**src/rtl/dca_matrix_row_streamer.sv**
```systemverilog
// Row-level load/store sequencer for the move port of one DCA matrix register.
// Optional macro DCA_MATRIX_ROW_STREAMER_RESTORE_EN makes stores non-destructive by rotating the matrix.
module dca_matrix_row_streamer #(
  parameter int MATRIX_NUM_ROW   = 8,
  parameter int MATRIX_NUM_COL   = 8,
  parameter int BW_TENSOR_SCALAR = 32,
  parameter int BW_ROW           = MATRIX_NUM_COL * BW_TENSOR_SCALAR,
  parameter int BW_NUM_ROW       = $clog2(MATRIX_NUM_ROW + 1)
) (
  input  logic                  clk,
  input  logic                  rst,
  input  logic                  cmd_valid,
  output logic                  cmd_ready,
  input  logic                  cmd_store,
  input  logic [BW_NUM_ROW-1:0] cmd_num_row,
  input  logic                  s_valid,
  output logic                  s_ready,
  input  logic [BW_ROW-1:0]     s_data,
  output logic                  m_valid,
  input  logic                  m_ready,
  output logic [BW_ROW-1:0]     m_data,
  output logic                  mreg_move_wenable,
  output logic [BW_ROW-1:0]     mreg_move_wdata_list,
  output logic                  mreg_move_renable,
  input  logic [BW_ROW-1:0]     mreg_move_rdata_list,
  output logic                  busy,
  output logic                  done
);

  localparam logic [BW_NUM_ROW-1:0] NUM_MAX = BW_NUM_ROW'(MATRIX_NUM_ROW);
  localparam logic [BW_NUM_ROW-1:0] ONE     = BW_NUM_ROW'(1);

  typedef enum logic [2:0] {
    IDLE  = 3'd0,
    LOAD  = 3'd1,
    PAD   = 3'd2,
    STORE = 3'd3,
    DRAIN = 3'd4
  } state_t;

  state_t                state, state_next;
  logic [BW_NUM_ROW-1:0] num;
  logic [BW_NUM_ROW-1:0] row_cnt, row_cnt_next;
  logic [BW_NUM_ROW-1:0] cnt_inc;
  logic [BW_NUM_ROW-1:0] num_clamped;
  logic                  accept;
  logic                  rd_fire;
  logic                  done_next;

`ifdef DCA_MATRIX_ROW_STREAMER_RESTORE_EN
  logic                  is_store;
`endif

  assign accept      = (state == IDLE) && cmd_valid;
  assign cnt_inc     = row_cnt + ONE;
  assign num_clamped = ((cmd_num_row == '0) || (cmd_num_row > NUM_MAX)) ? NUM_MAX : cmd_num_row;
  assign busy        = (state != IDLE);

  always_ff @(posedge clk) begin
    if (rst) begin
      state   <= IDLE;
      num     <= '0;
      row_cnt <= '0;
      m_valid <= 1'b0;
      m_data  <= '0;
      done    <= 1'b0;
    end else begin
      state   <= state_next;
      row_cnt <= row_cnt_next;
      done    <= done_next;
      if (accept) begin
        num <= num_clamped;
      end
      // Output register: a read refills it, an accepted beat with no refill empties it.
      if (rd_fire) begin
        m_data  <= mreg_move_rdata_list;
        m_valid <= 1'b1;
      end else if (m_valid && m_ready) begin
        m_valid <= 1'b0;
      end
    end
  end

`ifdef DCA_MATRIX_ROW_STREAMER_RESTORE_EN
  always_ff @(posedge clk) begin
    if (rst) begin
      is_store <= 1'b0;
    end else if (accept) begin
      is_store <= cmd_store;
    end
  end
`endif

  always_comb begin
    state_next           = state;
    row_cnt_next         = row_cnt;
    done_next            = 1'b0;
    cmd_ready            = 1'b0;
    s_ready              = 1'b0;
    rd_fire              = 1'b0;
    mreg_move_wenable    = 1'b0;
    mreg_move_wdata_list = '0;
    mreg_move_renable    = 1'b0;

    case (state)
      IDLE: begin
        cmd_ready = 1'b1;
        if (cmd_valid) begin
          row_cnt_next = '0;
          state_next   = cmd_store ? STORE : LOAD;
        end
      end

      LOAD: begin
        s_ready              = 1'b1;
        mreg_move_wenable    = s_valid;
        mreg_move_wdata_list = s_data;
        if (s_valid) begin
          row_cnt_next = cnt_inc;
          if (cnt_inc == num) begin
            if (num < NUM_MAX) begin
              state_next = PAD;
            end else begin
              state_next = IDLE;
              done_next  = 1'b1;
            end
          end
        end
      end

      // Pushes the loaded rows up until the first one reaches the top row.
      PAD: begin
        mreg_move_wenable = 1'b1;
`ifdef DCA_MATRIX_ROW_STREAMER_RESTORE_EN
        mreg_move_wdata_list = is_store ? mreg_move_rdata_list : '0;
`endif
        row_cnt_next = cnt_inc;
        if (cnt_inc >= NUM_MAX) begin
          state_next = IDLE;
          done_next  = 1'b1;
        end
      end

      STORE: begin
        rd_fire = (row_cnt < num) && (!m_valid || m_ready);
`ifdef DCA_MATRIX_ROW_STREAMER_RESTORE_EN
        mreg_move_wenable    = rd_fire;
        mreg_move_wdata_list = rd_fire ? mreg_move_rdata_list : '0;
`else
        mreg_move_renable    = rd_fire;
`endif
        if (rd_fire) begin
          row_cnt_next = cnt_inc;
          if (cnt_inc == num) begin
            state_next = DRAIN;
          end
        end else if (row_cnt >= num) begin
          state_next = DRAIN;
        end
      end

      DRAIN: begin
        if (!m_valid || m_ready) begin
`ifdef DCA_MATRIX_ROW_STREAMER_RESTORE_EN
          if (num < NUM_MAX) begin
            state_next = PAD;
          end else begin
            state_next = IDLE;
            done_next  = 1'b1;
          end
`else
          state_next = IDLE;
          done_next  = 1'b1;
`endif
        end
      end

      default: begin
        state_next = IDLE;
      end
    endcase
  end

endmodule
```
**config.mk**
```make
export PLATFORM = sky130hd
export DESIGN_NAME = dca_matrix_row_streamer
export DESIGN_NICKNAME = d
export VERILOG_FILES = /design/src/rtl/dca_matrix_row_streamer.sv
export SDC_FILE = /design/constraint.sdc
export NUM_CORES = 1
export LEC_CHECK = 0
export ABC_AREA = 1
export ABC_CLOCK_PERIOD_IN_PS = 4400
export CAP_MARGIN = 10
export CORE_AREA = 2 2 403 405
export DETAILED_ROUTE_END_ITERATION = 10
export DIE_AREA = 0 0 405 407
export SYNTH_ARGS = -nofsm -noshare
export SYNTH_HDL_FRONTEND = slang
export SYNTH_SLANG_ARGS = --single-unit
```
**constraint.sdc**
```tcl
create_clock -name clk -period 4.4 [get_ports clk]
set_clock_uncertainty 0.15 [all_clocks]
set_input_delay 0.44 -clock clk [delete_from_list [all_inputs] [get_ports clk]]
set_output_delay 0.44 -clock clk [all_outputs]
set_load 0.01 [all_outputs]
```
Word-level counts from Yosys, hierarchy flattened --
Cells that the tools add are included.
Operators by class: $add $sub $neg 1, magnitude comparators 5, equality and inequality tests 13, muxes and demuxes 29, reductions and logical operators 13
Operator list (count):
- two-way mux 256 bit | 1
- two-way mux 3 bit | 8
- two-way mux 4 bit | 4
- case mux 4 bit (4 select lines) | 1
- case mux 3 bit (5 select lines) | 1
- inequality test 2 bit (second input constant) | 6
- two-way mux 1 bit | 10
- AND reduction 7 bit | 1
- == test 3 x 2 -> 1 bit (second input constant) | 2
- inequality test 3 bit (second input constant) | 2
- adder 4 x 1 -> 4 bit (second input constant) | 1
- == test 4 bit | 1
- greater-or-equal comparator 4 bit | 1
- greater-or-equal comparator 4 bit (second input constant) | 1
- > comparator 4 bit (second input constant) | 1
- zero test 4 bit | 1
- < comparator 4 bit | 1
- < comparator 4 bit (second input constant) | 1
- two-way mux 2 bit | 2
- AND reduction 4 bit | 1
- nonzero test 4 bit | 1
- == test 3 x 1 -> 1 bit (second input constant) | 1
- == test 3 bit (second input constant) | 1
- logical AND 1 bit | 3
- other kinds (7) | 8
Storage, ports and cells: register bits after elaboration 269, input bits 522, output and inout port bits 519

Longest topological paths before layout --
Gate-level depths: netlist (run 1).
depth in word-level cells 5, depth in mapped cells 13, gate-level depth less buffers 13

Worst setup path before layout (run 1) --
No wires, ideal clock.
path type register to output, from register state[0], to output port mreg_move_wdata_list[0], arrival 1.523 ns, data required time 3.810 ns, path slack 2.287 ns, cell stages (with the launch flop) 7, path buffers 2, path through dfxtp_1 > nand2_1 > nor2_1 > clkinv_1 > clkbuf_1 > clkbuf_1 > nor2_1
Between the ends: cells in the longest elaborated chain, start to end 2
RTL lines:
- start, declared | RTL line 41 | state_t state, state_next;
- start signal, assigned | RTL line 68 | state <= state_next;
- == test 3 x 1 -> 1 bit | RTL line 105 | case (state)
- two-way mux 256 bit | RTL line 105
- end, declared | RTL line 23 | output logic [BW_ROW-1:0] mreg_move_wdata_list,
Every way passes these cells.

Worst setup path after layout (run 1) --
from register state[0], to output port mreg_move_wdata_list[114]
Same word-level chain as after synthesis.

==> impl_metrics.tcl, run 1 <==
set metrics [dict create \
    synth_top_area_cell "dfxtp_1" \
    cts_buffers 34 \
    combPwrFrac_pct 40.8 \
    hold_viol_final 0 \
    syn-num-nets 2316 \
    netlist_top_cells_area "dfxtp_1, nand2_1, a21oi_1, inv_1, nor2_1" \
    fin_util_pct 16.0 \
    nNetsFinal 3291 \
    remaining_drc_errors 0 \
    netlist_top_cells_count "nand2_1, inv_1, nor2_1, dfxtp_1, a21oi_1" \
    antenna_found_initial 49 \
    core_area_mm2 0.160 \
    min-delay-start "rst" \
    portBuffers 1040 \
    clock_path_buffers 3 \
    area_growth_pct 119 \
    synth.ff_latch_count 269 \
    slew_violations 0 \
    setup_viol 0 \
    antenna_left 0 \
    syn-cell-area_mm2 0.0117 \
    cts_tree "yes" \
    first_pass_iters 5 \
    stdcell_count 4959 \
    ctsHtreeMaxLevel 2 \
    start_util_pct 7.29 \
    num_vias 15097 \
    wl_per_cell_um 18.8 \
    fin_crit_ps 3910 \
    critical_path_required_ps 3810 \
    p_leak_nw 9.40 \
    share_seq_of_total_power_pct 28.8 \
    wl_um 93000 \
    drv_cap 0 \
    avgSynthCellArea_um2 6.53 \
    rsz0062_at_grt "false" \
    worstReg2RegStart "num[3]$_SDFFE_PP0P_" \
    ys.warnings.count 0 \
    power_switching_w 0.00341 \
    synth.most_common_cell "nand2_1" \
    cp-start-kind "flip-flop" \
    yosysUniqueCellTypes 23 \
    gp_congestion 0.906 \
    worstSetupStartpoint "state[0]$_SDFFE_PP0P_" \
    dp_hpwl_um 78500 \
    die_area_mm2 0.165 \
    slew_headroom_pct 36.5 \
    status "finished clean" \
    drive_gt1_share_pct 2.55 \
    grt_first_pass_wirelength_um 121000 \
    cts_resized 0 \
    synth_enable_flop_cells 0 \
    clk_pin_slew_ps 60 \
    io_pins 1041 \
    placedCellCount 4888 \
    synthFlopType "dfxtp_1" \
    cts_setup_buffers 0 \
    vdd_drop_max_uv 279 \
    clock_power_share_pct 30.4 \
    synthArstFlopShare_pct 0 \
    grt_usage_pct 10.6 \
    drt_iter0_drc 786 \
    chipWidth_um 405 \
    post-synth-top-area-fraction_pct 46.1 \
    p_per_area_mw_per_mm2 373 \
    yosysSeqAreaShare_pct 46.1 \
    max_freq_ghz 0.256 \
    holdBufCountCts 0 \
    critPathCaptureType "output port" \
    fin_crit_sh_pct 88.8 \
    worstMarginPinSlew_ps 952 \
    path_max_fanout 113 \
    fin_tns_setup_ps 0 \
    row_count 147 \
    clock_latency_ps 590 \
    grt_max_degree 123 \
    swShare_pct 35.7 \
    root_buffer "clkbuf_16" \
    viasPerCell 3.04 \
    nFillCells 18183 \
    gr-total-overflow 0 \
    grt_pass1_vias 14546 \
    internal_power_w 0.00614 \
    syn-instance-count 1789 \
    hp-class "in2reg" \
    cts_sinks 269 \
    die_h_um 407 \
    cp.arrival_ps 3320 \
    criticalPathCategory "reg2out" \
]
==> final cells by class <==
cell class              count  area [um2]  share of cell area, %
diodes                     12        30.0                  0.117
clock buffers              49         967                   3.78
clock inverters            10         154                  0.601
inverters                 283        1080                   4.21
multi-input cells        1123        4670                   18.3
flip-flops and latches    269        5390                   21.0
well taps                2160        2700                   10.6
repair buffers           1053       10600                   41.4
==> power by group through the flow <==
stage	combinational [W]	clock [W]	sequential, W
CTS	0.00402	0.00307	0.00275
floorplan	0.00139	0	0.00286
global route	0.00423	0.00314	0.00278
finish	0.00390	0.00290	0.00276
global placement	0.00401	0	0.00280
detailed placement	0.00399	0	0.00280
==> stage by stage <==
step | worst slack, ps | area, um2 | hold slack, ps | total power [W]
2_1_floorplan | 2290 | 11700 | 300 | 0.00426
3_3_place_gp | 1120 | 24400 | 301 | 0.00680
3_5_place_dp | 1090 | 24400 | 304 | 0.00680
4_1_cts | 403 | 25600 | 83.7 | 0.00984
5_1_grt | 259 | 25600 | 128 | 0.0101
6_report | 493 | 25600 | 152 | 0.00955
==> layout by cell type (no fill, tap or decap) <==
master	instances
nand4_4	1
inv_1	280
clkinv_2	3
nand3_1	12
nor4_1	1
nor2_1	272
inv_2	1
clkinv_8	2
dfxtp_1	269
nand2_1	545
clkbuf_16	34
a211oi_1	3
buf_12	7
inv_6	1
clkinvlp_4	1
inv_8	2
nor2_4	1
buf_4	6
bufinv_16	2
nand4_1	4
clkinv_16	1
a21oi_1	266
or2_2	2
ha_1	5
clkbuf_8	6
clkbuf_1	9
nor3_1	3
buf_8	1
diode_2	12
o21ai_0	8
clkdlybuf4s50_1	1039
==> worst max-delay path: stages (launching register included) <==
cell             delay [ps]
dfxtp_1                 430
nand2_1                 140
nor2_1                  360
inv_8                   290
buf_4                   450
nor2_1                  220
clkdlybuf4s50_1         670
==> flip-flops by register name, summed over array words and instances, names as in the netlist <==
name and flops:
state 3, m_data 256, done 1, num 4, row_cnt 4, m_valid 1
==> worst paths after layout <==
path | end | slack (ps) | depth (start not counted)
setup / recovery | mreg_move_wdata_list[114] | 490 | 6
hold / removal | m_data[129]$_SDFFE_PP0P_ | 150 | 2
setup reg to reg | m_data[89]$_SDFFE_PP0P_ | 1420 | 8
hold reg to reg | m_data[53]$_SDFFE_PP0P_ | 310 | 2
==> logic make-up after synthesis <==
group | Yosys count | synth area share [%]
buffers and inverters | 397 | 13.8
adder cells (fa/ha/maj) | 5 | 0.536
AND/OR/NAND/NOR | 841 | 27.6
AO/OA/AOI/OAI | 277 | 11.9
flip-flops | 269 | 46.1
==> metal layers <==
layer / wire [um] / share of wire [%] / track usage (%) / vias up
li1: - / - / - / 7298
met2: 50500 / 54 / 20.1 / 688
met3: 7760 / 8.3 / 3.39 / 144
met5: 40 / 0.043 / 0 / -
met4: 3400 / 3.7 / 4.72 / 6
met1: 31300 / 34 / 10.4 / 6961
Note: power is estimated with default switching activity, not from simulation.
==> run 2, diff against run 1 <==
--- a/config.mk
+++ b/config.mk
@@ -8,9 +8,13 @@
 export ABC_AREA = 1
 export ABC_CLOCK_PERIOD_IN_PS = 4400
 export CAP_MARGIN = 10
-export CORE_AREA = 2 2 403 405
+export CELL_PAD_IN_SITES_DETAIL_PLACEMENT = 0
+export CELL_PAD_IN_SITES_GLOBAL_PLACEMENT = 1
+export CORE_AREA = 2 2 405 407
+export CTS_CLUSTER_SIZE = 10
 export DETAILED_ROUTE_END_ITERATION = 10
-export DIE_AREA = 0 0 405 407
+export DIE_AREA = 0 0 407 409
+export PLACE_DENSITY_LB_ADDON = 0.1
 export SYNTH_ARGS = -nofsm -noshare
 export SYNTH_HDL_FRONTEND = slang
 export SYNTH_SLANG_ARGS = --single-unit
==> impl_metrics.tcl, run 2 (synthesis results as in run 1) <==
set metrics [dict create \
    status "finished clean" \
    clk_pin_slew_ps 60 \
    antenna_left 0 \
    vdd_drop_max_uv 254 \
    cp-start-kind "flip-flop" \
    root_buffer "clkbuf_16" \
    crit_path_end "mreg_move_wdata_list[173]" \
    stdcell_area_mm2 0.0258 \
    regMostFlops "m_data" \
    cts_tree "yes" \
    fin_crit_sh_pct 86.4 \
    antenna_found_initial 45 \
    setup_viol 0 \
    nNetsFinal 3300 \
    fin_tns_setup_ps 0 \
    placedCellCount 4904 \
    largest_registers "m_data: 256 flops, num: 4 flops, row_cnt: 4 flops" \
    cp.arrival_ps 3210 \
    dp_hpwl_um 78000 \
    cts_setup_buffers 0 \
    final_cell_mix "clkdlybuf4s50_1, nand2_1, inv_1" \
    reg2reg_to "m_data[232]$_SDFFE_PP0P_" \
    rsz0062_at_grt "false" \
    drive_gt1_share_pct 2.99 \
    worstMarginPinSlew_ps 983 \
    r2r_setup_slack_ps 1400 \
    area_growth_pct 121 \
    die_area_mm2 0.166 \
    portBuffers 1040 \
    drt_iter0_drc 606 \
    wl_per_cell_um 19.7 \
    post_dp_cell_area_mm2 0.0244 \
    row_count 148 \
    start_util_pct 7.21 \
    cts_resized 0 \
    hp-class "in2reg" \
    p_leak_nw 9.50 \
    p_per_area_mw_per_mm2 387 \
    grt_usage_pct 11.2 \
    critPathCaptureType "output port" \
    worstReg2RegStart "num[3]$_SDFFE_PP0P_" \
    gr-total-overflow 0 \
    remaining_drc_errors 0 \
    cts_buffers 42 \
    slew_violations 0 \
    core_area_mm2 0.162 \
    die_h_um 409 \
    path_max_fanout 86 \
    clock_latency_ps 620 \
    fin_crit_ps 3800 \
    slew_headroom_pct 34.5 \
    final_common_cell "clkdlybuf4s50_1" \
    largest_reg_flops 256 \
    drv_cap 0 \
    gp_congestion 0.760 \
    holdBufCountCts 0 \
    chipWidth_um 407 \
    grt_pass1_vias 15669 \
    hold_viol_final 0 \
    critical_path_required_ps 3810 \
    max_freq_ghz 0.263 \
    wl_um 98200 \
    viasPerCell 3.03 \
    min-delay-start "mreg_move_rdata_list[127]" \
    io_pins 1041 \
    grt_first_pass_wirelength_um 130000 \
    first_pass_iters 5 \
    reg2regPathDepth 8 \
    clock_path_buffers 3 \
    worstSetupStartpoint "state[0]$_SDFFE_PP0P_" \
    num_vias 15105 \
    ctsHtreeMaxLevel 2 \
    criticalPathCategory "reg2out" \
    stdcell_count 4993 \
    cts_sinks 269 \
    grt_max_degree 126 \
]
-- run 2: cell types whose count changed in the layout (fill, tap and decap cells not counted) --
cell / previous run / this run
inv_16: 0 / 1
bufinv_16: 2 / 1
clkinv_2: 3 / 7
clkbuf_16: 34 / 42
buf_4: 6 / 9
buf_12: 7 / 5
clkbuf_1: 9 / 15
clkinvlp_4: 1 / 2
clkbuf_8: 6 / 7
clkinv_8: 2 / 0
-- run 2: per-stage QoR --
stage	setup slack (ps)	total power [W]	utilization, %	hold WS (ps)
2_1_floorplan	2290	0.00426	-	300
3_3_place_gp	1090	0.00686	15.1	303
3_5_place_dp	1000	0.00678	15.1	305
4_1_cts	445	0.0104	15.9	144
5_1_grt	304	0.0107	15.9	187
6_report	600	0.0100	15.9	229
-- run 2: how the worst min path moves through the flow --
stage,to,cells after the start,slack [ps]
3_5_place_dp,m_data[77]$_SDFFE_PP0P_,2,300
5_1_grt,m_data[106]$_SDFFE_PP0P_,3,190
3_3_place_gp,m_data[24]$_SDFFE_PP0P_,2,300
4_1_cts,m_data[127]$_SDFFE_PP0P_,3,140
2_1_floorplan,num[0]$_SDFFE_PP0P_,2,300
6_report,m_data[127]$_SDFFE_PP0P_,3,230
-- run 2: area by class of cell --
class | count | area (um2)
Fill cell | 18570 | 136000
Timing Repair Buffer | 1054 | 10600
Clock inverter | 13 | 139
Inverter | 283 | 1080
Clock buffer | 64 | 1200
Multi-Input combinational cell | 1123 | 4670
Antenna cell | 12 | 30.0
Tap cell | 2175 | 2720
Sequential cell | 269 | 5390
-- run 2: power breakdown --
group	total [W]	switching, W	internal, W
combinational	0.00385	0.00201	0.00184
sequential	0.00275	0.000117	0.00263
clock	0.00340	0.00144	0.00196
total	0.0100	0.00356	0.00644
-- run 2: worst max-delay path, cell delays in order, from the launching register on --
cell             delay, ps
dfxtp_1                440
nand2_1                150
nor2_1                 390
inv_8                  250
buf_4                  360
nor2_1                 280
clkdlybuf4s50_1        600
-- run 2: layer usage --
metal	global-route usage, %	vias up	share of wire (%)
li1	-	7352	-
met1	10.3	6904	33
met2	21.9	691	55
met3	4.92	140	10
met4	3.07	18	2.1
met5	0	-	0.14
==> run 3, diff against run 2 <==
--- a/config.mk
+++ b/config.mk
@@ -6,14 +6,14 @@
 export NUM_CORES = 1
 export LEC_CHECK = 0
 export ABC_AREA = 1
-export ABC_CLOCK_PERIOD_IN_PS = 4400
+export ABC_CLOCK_PERIOD_IN_PS = 4300
 export CAP_MARGIN = 10
 export CELL_PAD_IN_SITES_DETAIL_PLACEMENT = 0
 export CELL_PAD_IN_SITES_GLOBAL_PLACEMENT = 1
-export CORE_AREA = 2 2 405 407
+export CORE_AREA = 2 2 403 405
 export CTS_CLUSTER_SIZE = 10
 export DETAILED_ROUTE_END_ITERATION = 10
-export DIE_AREA = 0 0 407 409
+export DIE_AREA = 0 0 405 407
 export PLACE_DENSITY_LB_ADDON = 0.1
 export SYNTH_ARGS = -nofsm -noshare
 export SYNTH_HDL_FRONTEND = slang
==> constraint.sdc (replaced) <==
create_clock -name clk -period 4.3 [get_ports clk]
set_clock_uncertainty 0.15 [all_clocks]
set_input_delay 0.43 -clock clk [delete_from_list [all_inputs] [get_ports clk]]
set_output_delay 0.43 -clock clk [all_outputs]
set_load 0.01 [all_outputs]
==> impl_metrics.tcl, run 3 (synthesis results as in run 1) <==
set metrics [dict create \
    status "finished clean" \
    grt_usage_pct 11.2 \
    slew_headroom_pct 39.1 \
    portBuffers 1040 \
    io_pins 1041 \
    placedCellCount 4886 \
    routed-wl-met3_um 8540 \
    nNetsFinal 3297 \
    cts_tree "yes" \
    wl_per_cell_um 19.6 \
    remaining_drc_errors 0 \
    clock_latency_ps 620 \
    viasPerCell 3.03 \
    cts_buffers 42 \
    num_vias 15044 \
    max_freq_ghz 0.257 \
    cts_setup_buffers 0 \
    largest_registers "m_data: 256 flops, num: 4 flops, row_cnt: 4 flops" \
    dp_hpwl_um 78400 \
    largest_reg_flops 256 \
    p_per_area_mw_per_mm2 395 \
    cp-start-kind "flip-flop" \
    die_area_mm2 0.165 \
    worstMarginPinSlew_ps 913 \
    setup_viol 0 \
    clk_pin_slew_ps 60 \
    nFillCells 18303 \
    die_h_um 407 \
    holdBufCountCts 0 \
    criticalPathCategory "reg2out" \
    post_dp_cell_area_mm2 0.0244 \
    drv_cap 0 \
    drive_gt1_share_pct 2.72 \
    p_leak_nw 9.50 \
    regMostFlops "m_data" \
    clock_path_buffers 3 \
    antenna_found_initial 43 \
    gr-total-overflow 0 \
    vdd_drop_max_uv 251 \
    wl_met1_um 33000 \
    grt_max_degree 133 \
    gp_congestion 0.807 \
    core_area_mm2 0.160 \
    fin_tns_setup_ps 0 \
    antenna_left 0 \
    final_common_cell "clkdlybuf4s50_1" \
    root_buffer "clkbuf_16" \
    drt_iter0_drc 616 \
    top_layer_used "met5" \
    slew_violations 0 \
    ctsHtreeMaxLevel 2 \
    area_growth_pct 121 \
    start_util_pct 7.29 \
    hold_viol_final 0 \
    first_pass_iters 5 \
    chipWidth_um 405 \
    grt_pass1_vias 15675 \
    hp-class "in2reg" \
    cts_sinks 269 \
    path_max_fanout 129 \
    final_cell_mix "clkdlybuf4s50_1, nand2_1, inv_1" \
    dr_wl_met2_um 53600 \
    critPathCaptureType "output port" \
    fin_crit_ps 3890 \
    grt_first_pass_wirelength_um 129000 \
    rsz0062_at_grt "false" \
    critical_path_required_ps 3720 \
    row_count 147 \
    stdcell_count 4972 \
    cts_resized 0 \
    fin_crit_sh_pct 90.6 \
    wl_um 97300 \
    cp.arrival_ps 3310 \
    fin_util_pct 16.1 \
    stdcell_area_mm2 0.0258 \
]
run 3: worst paths after layout:
check	cells after the start	slack [ps]	endpoint	from
setup / recovery	6	410	mreg_move_wdata_list[135]	state[0]$_SDFFE_PP0P_
hold / removal	3	220	m_data[61]$_SDFFE_PP0P_	mreg_move_rdata_list[61]
setup reg to reg	8	1340	m_data[82]$_SDFFE_PP0P_	num[3]$_SDFFE_PP0P_
hold reg to reg	2	310	m_data[79]$_SDFFE_PP0P_	m_data[79]$_SDFFE_PP0P_
run 3: critical path: stages (launching register included):
cell and delay (ps):
dfxtp_1 450, nand2_1 150, nor2_1 370, inv_8 300, buf_12 360, nor2_1 310
clkdlybuf4s50_1 610
run 3: where the power goes:
group          switching, W  leakage, nW  internal (W)  total (W)
registers          0.000121         2.17       0.00270    0.00282
logic               0.00202         6.67       0.00188    0.00390
clock network       0.00144        0.656       0.00205    0.00349
run 3: through the flow:
step	hold WS [ps]	setup WS, ps	power [W]
floorplan	300	2200	0.00436
global placement	303	1110	0.00691
detailed placement	304	1040	0.00687
CTS	136	337	0.0106
global route	163	188	0.0109
finish	215	405	0.0102
run 3: area by class of cell:
type	count	area, um2	share of cell area (%)
clock inverters	9	164	0.635
repair buffers	1051	10600	41.0
diodes	13	32.5	0.126
flip-flops and latches	269	5390	20.9
multi-input cells	1123	4670	18.1
well taps	2160	2700	10.5
clock buffers	64	1190	4.62
inverters	283	1080	4.17
run 3: metal layers:
layer  vias to the layer above  GRT usage, %
li1                       7331             -
met1                      6919          10.6
met2                       652          22.2
met3                       134          4.26
met4                         8          2.66
met5                         -             0
